===== src/rtl/spi_slave.sv =====
// SPI mode-0 slave that bridges framed [R/W flag | address | data] transfers onto a register strobe bus.
// Latency: reg_rd about 1 clk after the last address bit is seen; reg_wr about 1 clk after the last data bit.
// Backpressure: none. The SPI master sets the pace, and clk must run at least 8x spi_clk.
// Ports:
//   clk, rst                       : system clock and asynchronous active-high reset.
//   spi_cs, spi_clk, spi_mosi      : asynchronous SPI inputs. Each is synchronized internally.
//   spi_miso, spi_miso_oe          : serial read data and its output enable.
//   reg_addr, reg_wr, reg_wdata    : register address and write strobe with its data.
//   reg_rd, reg_rdata              : read strobe; reg_rdata is sampled 1 clk after reg_rd.
module spi_slave #(
  parameter int AWIDTH = 8,
  parameter int DWIDTH = 16
) (
  input  logic              clk,
  input  logic              rst,
  input  logic              spi_cs,
  input  logic              spi_clk,
  input  logic              spi_mosi,
  output logic              spi_miso,
  output logic              spi_miso_oe,
  output logic [AWIDTH-2:0] reg_addr,
  output logic              reg_wr,
  output logic [DWIDTH-1:0] reg_wdata,
  output logic              reg_rd,
  input  logic [DWIDTH-1:0] reg_rdata
);

  localparam int MAXW = (AWIDTH > DWIDTH) ? AWIDTH : DWIDTH;
  localparam int CW   = $clog2(MAXW + 1);

  typedef enum logic [1:0] {IDLE, ADDR, DATA, DONE} state_t;

  state_t            state_q, state_d;
  logic [CW-1:0]     cnt_q, cnt_d;

  // Synchronizers. The cs stages reset to 1 so that spi_miso_oe is low during reset.
  logic              cs_s1, cs_s2, cs_q;
  logic              sclk_s1, sclk_s2, sclk_q;
  logic              mosi_s1, mosi_s2;
  logic [1:0]        sync_vld;
  logic              armed;

  logic              cs_fall, sclk_rise, sclk_fall;

  logic [AWIDTH-1:0] rx_addr;
  logic [DWIDTH-1:0] rx_data;
  logic [DWIDTH-1:0] tx_sr;
  logic              is_read;
  logic              rd_pend;
  logic              miso_q;

  logic [AWIDTH-1:0] addr_next;
  logic [DWIDTH-1:0] data_next;

  // Control decoded by the FSM.
  logic              frame_start, addr_bit, addr_last, data_bit, data_last;
  logic              miso_shift, miso_clr;

  assign cs_fall     = armed & cs_q & ~cs_s2;
  assign sclk_rise   = sclk_s2 & ~sclk_q;
  assign sclk_fall   = ~sclk_s2 & sclk_q;
  assign addr_next   = {rx_addr[AWIDTH-2:0], mosi_s2};
  assign data_next   = {rx_data[DWIDTH-2:0], mosi_s2};
  assign spi_miso    = miso_q;
  assign spi_miso_oe = ~cs_s2;

  always_ff @(posedge clk or posedge rst) begin
    if (rst) begin
      cs_s1    <= 1'b1;
      cs_s2    <= 1'b1;
      cs_q     <= 1'b1;
      sclk_s1  <= 1'b0;
      sclk_s2  <= 1'b0;
      sclk_q   <= 1'b0;
      mosi_s1  <= 1'b0;
      mosi_s2  <= 1'b0;
      sync_vld <= 2'b00;
      armed    <= 1'b0;
    end else begin
      cs_s1    <= spi_cs;
      cs_s2    <= cs_s1;
      cs_q     <= cs_s2;
      sclk_s1  <= spi_clk;
      sclk_s2  <= sclk_s1;
      sclk_q   <= sclk_s2;
      mosi_s1  <= spi_mosi;
      mosi_s2  <= mosi_s1;
      sync_vld <= {sync_vld[0], 1'b1};
      // Frames are accepted only after cs_s2 holds a genuinely sampled high.
      // This keeps a frame that was in progress at reset release from
      // being picked up halfway through.
      if (sync_vld[1] && cs_s2) armed <= 1'b1;
    end
  end

  always_ff @(posedge clk or posedge rst) begin
    if (rst) begin
      state_q <= IDLE;
      cnt_q   <= '0;
    end else begin
      state_q <= state_d;
      cnt_q   <= cnt_d;
    end
  end

  always_comb begin
    state_d     = state_q;
    cnt_d       = cnt_q;
    frame_start = 1'b0;
    addr_bit    = 1'b0;
    addr_last   = 1'b0;
    data_bit    = 1'b0;
    data_last   = 1'b0;
    miso_shift  = 1'b0;
    miso_clr    = 1'b0;
    if (cs_s2) begin
      // Deselect aborts or ends a frame in any state.
      state_d  = IDLE;
      cnt_d    = '0;
      miso_clr = 1'b1;
    end else begin
      case (state_q)
        IDLE: begin
          if (cs_fall) begin
            state_d     = ADDR;
            cnt_d       = '0;
            frame_start = 1'b1;
          end
        end
        ADDR: begin
          if (sclk_rise) begin
            addr_bit = 1'b1;
            if (cnt_q == CW'(AWIDTH - 1)) begin
              state_d   = DATA;
              cnt_d     = '0;
              addr_last = 1'b1;
            end else begin
              cnt_d = cnt_q + 1'b1;
            end
          end
        end
        DATA: begin
          if (sclk_fall) miso_shift = 1'b1;
          if (sclk_rise) begin
            data_bit = 1'b1;
            if (cnt_q == CW'(DWIDTH - 1)) begin
              state_d   = DONE;
              cnt_d     = '0;
              data_last = 1'b1;
              miso_clr  = 1'b1;
            end else begin
              cnt_d = cnt_q + 1'b1;
            end
          end
        end
        DONE: begin
          // Extra spi_clk pulses are ignored until cs goes high.
          miso_clr = 1'b1;
        end
        default: begin
          state_d = IDLE;
          cnt_d   = '0;
        end
      endcase
    end
  end

  always_ff @(posedge clk or posedge rst) begin
    if (rst) begin
      rx_addr   <= '0;
      rx_data   <= '0;
      tx_sr     <= '0;
      is_read   <= 1'b0;
      rd_pend   <= 1'b0;
      miso_q    <= 1'b0;
      reg_addr  <= '0;
      reg_wdata <= '0;
      reg_wr    <= 1'b0;
      reg_rd    <= 1'b0;
    end else begin
      reg_wr  <= 1'b0;
      reg_rd  <= 1'b0;
      rd_pend <= reg_rd;

      if (frame_start) begin
        rx_addr <= '0;
        rx_data <= '0;
        tx_sr   <= '0;
        is_read <= 1'b0;
      end

      if (addr_bit) rx_addr <= addr_next;
      if (addr_last) begin
        reg_addr <= addr_next[AWIDTH-2:0];
        is_read  <= addr_next[AWIDTH-1];
        reg_rd   <= addr_next[AWIDTH-1];
      end

      // Read data comes back one clk after reg_rd. It reaches the first
      // falling edge of the data phase because clk is at least 8x spi_clk.
      if (rd_pend && state_q == DATA) tx_sr <= reg_rdata;

      if (data_bit) rx_data <= data_next;
      if (data_last && !is_read) begin
        reg_wdata <= data_next;
        reg_wr    <= 1'b1;
      end

      if (miso_shift) begin
        miso_q <= tx_sr[DWIDTH-1];
        tx_sr  <= {tx_sr[DWIDTH-2:0], 1'b0};
      end else if (miso_clr) begin
        miso_q <= 1'b0;
      end
    end
  end

endmodule


===== config.mk =====
export PLATFORM = sky130hd
export DESIGN_NAME = spi_slave
export DESIGN_NICKNAME = d
export VERILOG_FILES = /design/src/rtl/spi_slave.sv
export SDC_FILE = /design/constraint.sdc
export NUM_CORES = 1
export LEC_CHECK = 0
export CORE_ASPECT_RATIO = 0.9
export CORE_UTILIZATION = 58
export CTS_BUF_LIST = sky130_fd_sc_hd__clkbuf_16
export DETAILED_ROUTE_END_ITERATION = 6
export PLACE_DENSITY = 0.94
export SYNTH_ARGS = -nofsm -noshare
export SYNTH_HDL_FRONTEND = slang
export SYNTH_SLANG_ARGS = --single-unit

===== constraint.sdc =====
create_clock -name clk -period 5.7 [get_ports clk]
set_input_delay 1.14 -clock clk [delete_from_list [all_inputs] [get_ports clk]]
set_output_delay 1.14 -clock clk [all_outputs]
set_load 0.01 [all_outputs]

==> flow_summary.ini <==
[run_status]
status = completed

[clock_tree]
clkTransAtPathRegs_ps = 60
cts.sinks = 84
cts_max_level = 3
cts_tree = built
numCtsBuffers = 9
cts_buffer_depth = 2
ctsRootBufferMaster = clkbuf_16
clock_insertion_delay_worst_skew_ps = 340
cts_hold_buf = 0
ctsResizeCount = 0
cts_setup_buffers = 0

[power_and_ir_drop]
pwr-share-clk = 0.436
swShare = 0.263
comb_power_share = 0.130
p_leak_nw = 2.10
p_switching_w = 0.000377
seqPwrFrac = 0.434
powerDensity_nw_per_um2 = 332
p_total_w = 0.00144
ir_drop_mv = 0.307
internal-power_w = 0.00106

[logic_synthesis]
synth-seq-cells = 84
yosysSeqAreaShare = 0.605
synth_edf_count = 0
avgSynthCellArea_um2 = 12.5
syn_area_um2 = 3480
yosysTopAreaCell = dfrtp_1
syn_nets = 307
synth-compound-area-share = 0.138
syn_inst = 279
yosysMostFrequentCell = dfrtp_1
synth_mux_area_frac = 0.0869
ys_warn_count = 0
synth_top_area_share = 0.582
ys.flop_type = dfrtp_1
synth-xor-area-share = 0
synth-simple-area-share = 0.118
synthArstFlopShare = 1.00
synth-adder-area-share = 0.0251
yosysUniqueCellTypes = 42
yosys-top-cells-count = dfrtp_1 (81), nand2_1 (29), a22o_1 (22)
synth_top_family_by_area = compound AO/OA/AOI/OAI gates
synth_area_leaders = dfrtp_1 (58%), a22o_1 (5.5%), mux2_2 (4.5%)

[run]
drv_cap = 0

[grt]
gr-total-overflow = 0
antenna_found_initial = 0
grt_pass1_vias = 2507
grt_start_max_net_pins = 85
grt_usage = 0.269
grt_pass1_wl_um = 12700

[floorplanning]
rows = 26
initial_core_util = 0.608
coreArea_um2 = 5730
die_y_um = 75.5
dieArea_um2 = 6320
io_pins = 48
die_w_um = 83.7

[setup_path]
crit_arrival_ps = 1760
setup.worst_path.start = cs_s2$_DFF_PP1_
r2r_start = state_q[0]$_DFFE_PP0P_
timing.rr.end = reg_wdata[3]$_DFFE_PP0P_
start_kind = flop
critPathKind = flop to primary output
rr_worst_depth = 5
end_kind = primary output
worstPathMaxFanout = 14
r2r_slack_ps = 3200
crit_required_ps = 4560

[timing]
final.setup.tns_ps = 0
grt_setup_unrepaired = no
slew_viol_final = 0
finClkSkew_ps = 8.50
setup_ws_ps = 2800
hold_viol = 0
slew_headroom = 0.336
fin_crit_ps = 2900
tightest_slew_ps = 996
final-setup-viol-count = 0
fmax_mhz = 345
hold_slack_ps = 356
fin_crit_sh = 0.508

[route]
postRouteAntennaNets = 0
routed_wl_um = 8020
wl_per_cell_um = 19.9
route.met2.wl_um = 4020
wl_met1_um = 3340
wl_met3_um = 510
route.detailed.drc = 0
routed_via_density = 6.21
maxUsedRoutingLayer = met4
dr.pass1.iters = 5
vias = 2495
drt_iter0_drc = 255

[hold_path]
min-delay-start = sync_vld[0]$_DFF_PP0_
hold_path_end = sync_vld[1]$_DFF_PP0_
hold_path_class = flop to flop
holdPathStages = 0

[placement]
port_buffers = 47
pre_cts_ws_ps = 3180
dpl.hpwl_um = 4900
place.gp.congestion = 0.850

[layout]
nets = 355
area_growth_syn_to_layout_pct = 24.1
final_util = 0.755
antenna_cells = 0
drive_above_1_share = 0.160
==> area by class of cell <==
class                           count  area [µm²]
Multi-Input combinational cell    174        1280
Tap cell                           70        87.6
Inverter                            9        35.0
Timing Repair Buffer               49         485
Clock inverter                      7        97.6
Fill cell                         319        1400
Sequential cell                    84        2110
Clock buffer                        9         225
==> cell usage in the layout (no fill, tap or decap), drive strengths merged, types with 7 or more instances in the layout <==
| cell type | n |
|---|---|
| inv | 10 |
| nand3 | 7 |
| a21oi | 21 |
| dfrtp | 81 |
| and3 | 16 |
| clkbuf | 9 |
| a22o | 22 |
| ha | 7 |
| clkdlybuf4s50 | 47 |
| mux2 | 23 |
| o21ai | 18 |
| nand2 | 29 |
==> metrics by stage <==
stage / instance area (µm²) / instances
finish: 4320 / 402
global route: 4320 / 402
CTS: 4320 / 402
detailed placement: 4000 / 386
global placement: 4000 / 386
floorplan: 3480 / 279
==> worst max-delay path: stages (launching register included) <==
cell and delay (ps):
dfstp_2 740, inv_1 170, clkdlybuf4s50_1 510
==> kinds of logic (layout without fill, tap and decap cells) <==
family,Yosys count,in the layout
buf+inv,21,74
compound gates,72,72
simple gates,70,70
other cells,1,1
mux,24,24
flops,84,84
fa+ha+maj,7,7
==> power by group through the flow <==
stage / clock network [W] / registers [W] / logic (W)
3_3_place_gp: 0 / 0.000631 / 0.000171
3_5_place_dp: 0 / 0.000634 / 0.000180
5_1_grt: 0.000659 / 0.000624 / 0.000206
4_1_cts: 0.000630 / 0.000622 / 0.000184
2_1_floorplan: 0 / 0.000628 / 0.000129
6_report: 0.000626 / 0.000623 / 0.000187
==> metal layers <==
metal  GRT usage  vias to the layer above
met5           0                        -
met4      0.0960                        0
met3      0.0726                       19
met2       0.444                      128
met1       0.352                     1255
li1            -                     1093
==> state kept, by name, indices dropped and copies added, names as in the netlist, 2 cells and up <==
| signal | cells |
|---|---|
| reg_addr | 7 |
| sync_vld | 2 |
| cnt_q | 5 |
| state_q | 2 |
| tx_sr | 16 |
| rx_addr | 7 |
| rx_data | 15 |
| reg_wdata | 16 |
==> worst max path at each step <==
stage / end / cells past startpoint
5_1_grt: spi_miso_oe / 2
6_report: spi_miso_oe / 2
3_5_place_dp: spi_miso_oe / 2
2_1_floorplan: armed$_DFFE_PP0P_ / 1
3_3_place_gp: spi_miso_oe / 2
4_1_cts: spi_miso_oe / 2
Power figures use the tool's default switching activity.
